===== config.mk =====
export PLATFORM = sky130hd
export DESIGN_NAME = match_event_logger
export DESIGN_NICKNAME = d
export VERILOG_FILES = /design/src/rtl/match_event_logger.sv
export SDC_FILE = /design/constraint.sdc
export NUM_CORES = 1
export LEC_CHECK = 0
export ABC_AREA = 1
export CAP_MARGIN = 0
export CORE_MARGIN = 4
export CORE_UTILIZATION = 51
export CTS_BUF_LIST = sky130_fd_sc_hd__clkbuf_16
export CTS_CLUSTER_SIZE = 24
export DETAILED_ROUTE_END_ITERATION = 8
export PLACE_DENSITY = 0.76
export SLEW_MARGIN = 0
export SYNTH_ARGS = -nofsm -noshare
export SYNTH_HDL_FRONTEND = slang
export SYNTH_SLANG_ARGS = --single-unit

===== constraint.sdc =====
create_clock -name clk -period 2.4 [get_ports clk]
set_input_delay 0.36 -clock clk [delete_from_list [all_inputs] [get_ports clk]]
set_output_delay 0.36 -clock clk [all_outputs]
set_load 0.02 [all_outputs]

===== src/rtl/match_event_logger.sv =====
// Turns each detector run (maximal z=1 stretch) into a timestamped record queued in a small FWFT FIFO.
// Build option MATCH_LOG_RUNLEN_EN: log {start_ts, run length} when the run ends instead of {ts, 0} when it starts.
module match_event_logger #(
    parameter int TS_W  = 16,
    parameter int DEPTH = 4,
    parameter int LEN_W = 8
) (
    input  logic                   clk,
    input  logic                   reset,
    input  logic                   z,
    input  logic                   clr_ovf,
    output logic                   ev_valid,
    input  logic                   ev_ready,
    output logic [TS_W-1:0]        ev_ts,
    output logic [LEN_W-1:0]       ev_len,
    output logic [15:0]            ev_count,
    output logic                   overflow,
    output logic [$clog2(DEPTH):0] pending
);
    localparam int AW = $clog2(DEPTH);
    localparam int PW = AW + 1;

    logic [TS_W-1:0] ts;
    logic            z_q;
    logic            rise;
    logic            push, pop, full, drop, wr_en;
    logic [TS_W-1:0] push_ts;
    logic [AW-1:0]   wr_ptr, rd_ptr;
    logic [TS_W-1:0] mem_ts [DEPTH];

    // z_q clears on reset, so z held high through reset release reads as a fresh rise
    assign rise = z & ~z_q;

    always_ff @(posedge clk) begin
        if (reset) begin
            ts  <= '0;
            z_q <= 1'b0;
        end else begin
            ts  <= ts + TS_W'(1);
            z_q <= z;
        end
    end

`ifdef MATCH_LOG_RUNLEN_EN
    typedef enum logic {IDLE, RUN} state_t;

    state_t           state, state_nxt;
    logic [TS_W-1:0]  start_ts, start_ts_nxt;
    logic [LEN_W-1:0] run_len, run_len_nxt;
    logic [LEN_W-1:0] mem_len [DEPTH];

    always_ff @(posedge clk) begin
        if (reset) begin
            state    <= IDLE;
            start_ts <= '0;
            run_len  <= '0;
        end else begin
            state    <= state_nxt;
            start_ts <= start_ts_nxt;
            run_len  <= run_len_nxt;
        end
    end

    always_comb begin
        state_nxt    = state;
        start_ts_nxt = start_ts;
        run_len_nxt  = run_len;
        push         = 1'b0;
        case (state)
            IDLE: begin
                if (rise) begin
                    state_nxt    = RUN;
                    start_ts_nxt = ts;
                    run_len_nxt  = LEN_W'(1);
                end
            end
            RUN: begin
                if (z) begin
                    if (run_len != '1)
                        run_len_nxt = run_len + LEN_W'(1);
                end else begin
                    // run closed: the registered length already covers every z=1 cycle
                    state_nxt = IDLE;
                    push      = 1'b1;
                end
            end
            default: state_nxt = IDLE;
        endcase
    end

    assign push_ts = start_ts;

    always_ff @(posedge clk) begin
        if (reset) begin
            for (int i = 0; i < DEPTH; i++) mem_len[i] <= '0;
        end else if (wr_en) begin
            mem_len[wr_ptr] <= run_len;
        end
    end

    assign ev_len = mem_len[rd_ptr];
`else
    assign push    = rise;
    assign push_ts = ts;
    assign ev_len  = '0;
`endif

    assign full     = (pending == PW'(DEPTH));
    assign ev_valid = (pending != '0);
    assign pop      = ev_valid & ev_ready;
    // a pop in the same cycle frees the slot, so only push-without-pop while full drops
    assign drop     = push & full & ~pop;
    assign wr_en    = push & ~drop;
    assign ev_ts    = mem_ts[rd_ptr];

    always_ff @(posedge clk) begin
        if (reset) begin
            wr_ptr   <= '0;
            rd_ptr   <= '0;
            pending  <= '0;
            overflow <= 1'b0;
            ev_count <= '0;
            for (int i = 0; i < DEPTH; i++) mem_ts[i] <= '0;
        end else begin
            if (wr_en) begin
                mem_ts[wr_ptr] <= push_ts;
                wr_ptr         <= wr_ptr + AW'(1);
            end
            if (pop)
                rd_ptr <= rd_ptr + AW'(1);
            case ({wr_en, pop})
                2'b10:   pending <= pending + PW'(1);
                2'b01:   pending <= pending - PW'(1);
                default: pending <= pending;
            endcase
            if (drop)
                overflow <= 1'b1;
            else if (clr_ovf)
                overflow <= 1'b0;
            if (rise && ev_count != 16'hFFFF)
                ev_count <= ev_count + 16'd1;
        end
    end
endmodule

==> results of run 1 <==
## worst max-delay path by stage
| stage | to | slack, ns |
|---|---|---|
| floorplan | mem_ts[2][0]$_SDFFCE_PN0P_ | 0.0006 |
| global route | ev_ts[0] | 0.01 |
| CTS | ev_ts[15] | 0.01 |
| global placement | pending[2]$_SDFFE_PP0P_ | 0.24 |
| finish | ev_ts[5] | 0.13 |
| detailed placement | pending[2]$_SDFFE_PP0P_ | 0.17 |
## power by group
group | internal (µW) | switching [µW]
registers | 2030 | 43.9
clock network | 818 | 657
logic | 321 | 499
## cell type report
class,instances,share of cell area [%]
Clock buffer,9,3.84
Clock inverter,7,1.32
Inverter,54,3.45
Multi-Input combinational cell,380,31.1
Sequential cell,107,47.4
Tap cell,129,2.75
Timing Repair Buffer,59,10.1
## cell usage in the layout, fill, tap and decap left out, types with 14 or more instances in the layout
| cell type | synthesis | final |
|---|---|---|
| nor2_1 | 127 | 127 |
| nand2_1 | 82 | 82 |
| edfxtp_1 | 64 | 64 |
| inv_1 | 53 | 54 |
| o21ai_0 | 51 | 50 |
| dfxtp_1 | 43 | 43 |
| clkdlybuf4s50_1 | 0 | 33 |
| nor3_1 | 24 | 24 |
| a21oi_1 | 19 | 19 |
| o22ai_1 | 16 | 16 |
| buf_4 | 8 | 15 |
| nand3_1 | 14 | 14 |
## layer usage
metal | up-vias | share of wire (%)
met5 | - | 0
li1 | 1954 | -
met2 | 110 | 50
met1 | 1752 | 43
met3 | 19 | 5.7
met4 | 0 | 1.9
## critical path, cell delays in order, from the launching register on
cell and delay, ns:
dfxtp_1 0.33, inv_1 0.19, buf_6 0.21, nor2_1 0.06
o22ai_1 0.16, clkdlybuf4s50_1 0.62
## through the flow
| stage | area [µm²] | utilization, % |
|---|---|---|
| floorplan | 4970 | - |
| global placement | 5550 | 59.5 |
| detailed placement | 5550 | 59.5 |
| CTS | 5850 | 62.7 |
| global route | 5870 | 63.0 |
| finish | 5870 | 63.0 |
## cell families after synthesis
family / Yosys count / share of synthesized area, %
other: 1 / 0.0760
AND/OR/NAND/NOR: 263 / 22.5
adder cells (fa/ha/maj): 3 / 0.912
AO/OA/AOI/OAI: 100 / 11.9
buffers and inverters: 82 / 7.22
flip-flops: 107 / 56.4
XOR/XNOR: 6 / 1.06
## flip-flops by register name (all words and copies together) (netlist names), named ones only
name	cells
rd_ptr	2
overflow	1
mem_ts	64
ev_count	16
pending	3
push_ts	16
z_q	1
wr_ptr	2
## repair_timing
item                                    CTS  global route
setup buffers                             0             0
endpoints found under the setup margin    0            15
gates resized for setup                   0             9
==> flow_summary.ini, run 1 <==
[setup_path]
r2r_cells = 10
start_kind = register
timing.rr.start = pending[0]$_SDFFE_PP0P_
arrival_ns = 1.91
cp_data_required_time_ns = 2.04
rrSetupSlack_ns = 0.51
crit_type = register to output port
end_kind = output port
cp_max_fo = 18
rr_endpoint = pending[2]$_SDFFE_PP0P_

[global_route]
grtUsageMet2_pct = 32.7
grt_max_degree = 32
grt_pass1_vias = 3763
grt_most_used_layer = met2
met3_usage_pct = 3.34
grt_pass1_wl_mm = 17.3
grt.total_usage_pct = 19.2
overflow = 0
antenna_found_initial = 0
met1_usage_pct = 23.9

[yosys]
ys_types = 34
yosys.area.top_type = edfxtp_1
ys_ff_latch = 107
synth_seq_area_share_pct = 56.4
synth_area_um2 = 4940
yosysTopAreaCellShare_pct = 38.9
async_flop_share_pct = 0
synthMostInstantiatedCell = nor2_1
synth_area_leaders = edfxtp_1 39%, dfxtp_1 17%, nor2_1 9.7%
syn_avg_cell_area_um2 = 8.78
synth_flop_cell = edfxtp_1
synth_cells = 562
synth_common_cells = 127 x nor2_1, 82 x nand2_1, 64 x edfxtp_1, 53 x inv_1, 51 x o21ai_0
synth-warning-count = 0
synth-edff-count = 64

[placement]
dp_slack_ns = 0.165
gp_congestion = 0.776
io_buffers = 41
hpwl_mm = 7.02
dp_cells = 729

[clock_network]
h-tree-depth = 3
root_buffer = clkbuf_16
cts.sinks = 107
hold_buffers = 0
cts_tree = yes
cts.clk_slew.worst_paths_ns = 0.07
insertion_delay_ns = 0.34
cts.path.max_buffers = 2
cts_made_buffers = 9

[detailed_routing]
drt-total-wl_mm = 10.3
drt.antenna.violating_nets = 0
vias = 3835
viasPerCell = 5.15
drtIter0Drc = 244
drcViolationCount = 0
first_pass_iters = 4
detail_route.wl_per_cell_um = 13.8

[worst_hold_path]
holdPathStages = 2
min_to = push_ts[14]$_SDFF_PP0_
worstHoldPathType = register to register
hold_path.startpoint = push_ts[14]$_SDFF_PP0_

[timing]
finalCritPeriodShare_pct = 94.6
setup_viol = 0
rsz0062_at_grt = false
max_freq_ghz = 0.441
hold_viol = 0
setup_ws_ns = 0.131
drv_slew = 0
fin_crit_ns = 2.27
tns_ns = 0
timing.hold.ws_ns = 0.461
skew_ns = 0.00702

[final_layout]
final_nets = 619
multiInputGateArea_um2 = 1830
nFillCells = 784
antenna_cells = 0
regArea_um2 = 2780
areaGrowthSynthToFinish_pct = 19.0
fin_cells = 745
drive_gt1_share_pct = 8.77

[power_and_ir_drop]
ir_worst_vdd_uv = 467
finalPower_uw = 4370
power.density_nw_per_um2 = 744
p_leak_uw = 0.00219

[floorplan]
die_area_um2 = 11300
die_h_um = 106
fp.dieW_um = 106
design.core.area_um2 = 9330
initial_core_util_pct = 52.9
placementRows = 35
io-pin-count = 50

[outcome]
status = complete, no violations

[flow_run]
drv_cap = 0
Power figures use the tool's default switching activity.
==> run 2: changes to the inputs <==
- CORE_UTILIZATION: 51 -> 55
- DONT_BUFFER_PORTS: default -> 1
- PLACE_DENSITY: 0.76 -> 0.73
==> run 2 against run 1 <==
  * Critical path depth down 2
  * Fmax up 2.9%
  * Sequential share of layout area up 4.4 points
  * Die area down 6.7%
  * Sequential power about the same
  * Via count down 3.8%
  * Total power down 6.0%
  * First-iteration DRC count down 8.6%
==> flow_summary.ini, run 2 (same netlist as run 1, synthesis figures left out) <==
[worst_hold_path]
hold_path.startpoint = reset
holdPathStages = 1
min_to = ev_count[6]$_SDFFE_PP0P_
worstHoldPathType = input pin to register

[detailed_routing]
drtIter0Drc = 223
drt-total-wl_mm = 9.93
vias = 3688
first_pass_iters = 4
drcViolationCount = 0
viasPerCell = 5.40
drt.antenna.violating_nets = 0
detail_route.wl_per_cell_um = 14.5

[timing]
skew_ns = 0.00892
setup_viol = 0
max_freq_ghz = 0.453
hold_viol = 0
maxSlewHeadroom_pct = 64.3
tns_ns = 0
fin_crit_ns = 2.21
drv_slew = 0
rsz0062_at_grt = false
setup_ws_ns = 0.194
finalCritPeriodShare_pct = 91.9
worstMarginPinSlew_ns = 0.544

[power_and_ir_drop]
intPower_uw = 2910
p_leak_uw = 0.00194
power.density_nw_per_um2 = 764
switching_share_pct = 29.0
p_seq_share_pct = 51.1
combPwrFrac_pct = 14.8
p_clk_share_pct = 34.1
switching_power_uw = 1190
ir_worst_vdd_uv = 442

[clock_network]
h-tree-depth = 3
cts.clk_slew.worst_paths_ns = 0.07
hold_buffers = 0
cts_setup_buffers = 0
cts.sinks = 107
cts.path.max_buffers = 2
cts_tree = yes
cts_made_buffers = 9
cts_resized = 0
root_buffer = clkbuf_16
insertion_delay_ns = 0.34

[final_layout]
final_common_cell = nor2_1
largest_reg_flops = 64
multiInputGateArea_um2 = 1830
final_cell_mix = 127 x nor2_1, 82 x nand2_1, 64 x edfxtp_1
regMostFlops = mem_ts
areaGrowthSynthToFinish_pct = 8.80
regArea_um2 = 2780
antenna_cells = 0
drive_gt1_share_pct = 9.39
final_nets = 578
nFillCells = 746

[setup_path]
worstPathCellList = inv_1, o21ai_0, o22ai_1
timing.rr.start = pending[1]$_SDFFE_PP0P_
rr_endpoint = pending[2]$_SDFFE_PP0P_
cp_data_required_time_ns = 2.04
arrival_ns = 1.85
slowest_stage = o22ai_1
cp_max_fo = 16
end_kind = output port
critPathMaxStageDelay_ns = 0.46
rrSetupSlack_ns = 0.21
r2r_cells = 10
start_kind = register
crit_type = register to output port

[global_route]
grt_max_degree = 33
grt_pass1_wl_mm = 16.5
grt_pass1_vias = 3447
antenna_found_initial = 0
overflow = 0
grt.total_usage_pct = 20.1

[floorplan]
placementRows = 34
die_h_um = 103
die_area_um2 = 10600
initial_core_util_pct = 56.6
io-pin-count = 50
design.core.area_um2 = 8720
fp.dieW_um = 103

[placement]
dp_slack_ns = 0.240
hpwl_mm = 6.60
io_buffers = 0
gp_congestion = 0.772

[outcome]
status = complete, no violations

[flow_run]
drv_cap = 0
[run 2: worst max-delay path, delay by kind of cell (launching register included)]
kind	cells	cell delay, ns
AOI/OAI and AO/OA	2	0.66
DFF	1	0.42
buffers and inverters	1	0.42
[run 2: how the worst max path moves through the flow]
| stage | start | end |
|---|---|---|
| after floorplan | pending[0]$_SDFFE_PP0P_ | mem_ts[2][0]$_SDFFCE_PN0P_ |
| after global placement | pending[0]$_SDFFE_PP0P_ | pending[2]$_SDFFE_PP0P_ |
| after detailed placement | pending[0]$_SDFFE_PP0P_ | pending[2]$_SDFFE_PP0P_ |
| after CTS | register | ev_ts[5] |
| after global routing | pending[1]$_SDFFE_PP0P_ | pending[2]$_SDFFE_PP0P_ |
| final | register | ev_ts[5] |
[run 2: power groups by stage]
stage                     registers, µW  clock network, µW  logic (µW)
final                              2100               1400         606
after global routing               2110               1500         672
after CTS                          2100               1430         613
after detailed placement           2140                  0         612
after global placement             2140                  0         592
after floorplan                    2130                  0         483
[run 2: per-stage QoR]
stage	cells	hold slack [ns]	util [%]	cell area (µm²)	total power, µW
final	683	0.0816	61.6	5370	4100
after global routing	683	0.0663	61.6	5370	4280
after CTS	683	0.0689	61.6	5370	4140
after detailed placement	667	0.430	58.3	5080	2750
after global placement	667	0.430	58.3	5080	2730
after floorplan	569	0.430	-	4970	2610
[run 2: layout make-up]
class | instances | share of cell area [%]
Sequential cell | 107 | 51.8
Multi-Input combinational cell | 380 | 34.0
Clock buffer | 9 | 4.19
Inverter | 54 | 3.77
Timing Repair Buffer | 18 | 2.52
Tap cell | 108 | 2.52
Clock inverter | 7 | 1.14
[run 2: per-layer routing]
layer	global-route usage, %	wire, µm	vias up
li1	-	-	1866
met1	25.1	4200	1720
met2	35.1	5070	97
met3	3.59	598	5
met4	6.87	65	0
met5	0	0	-
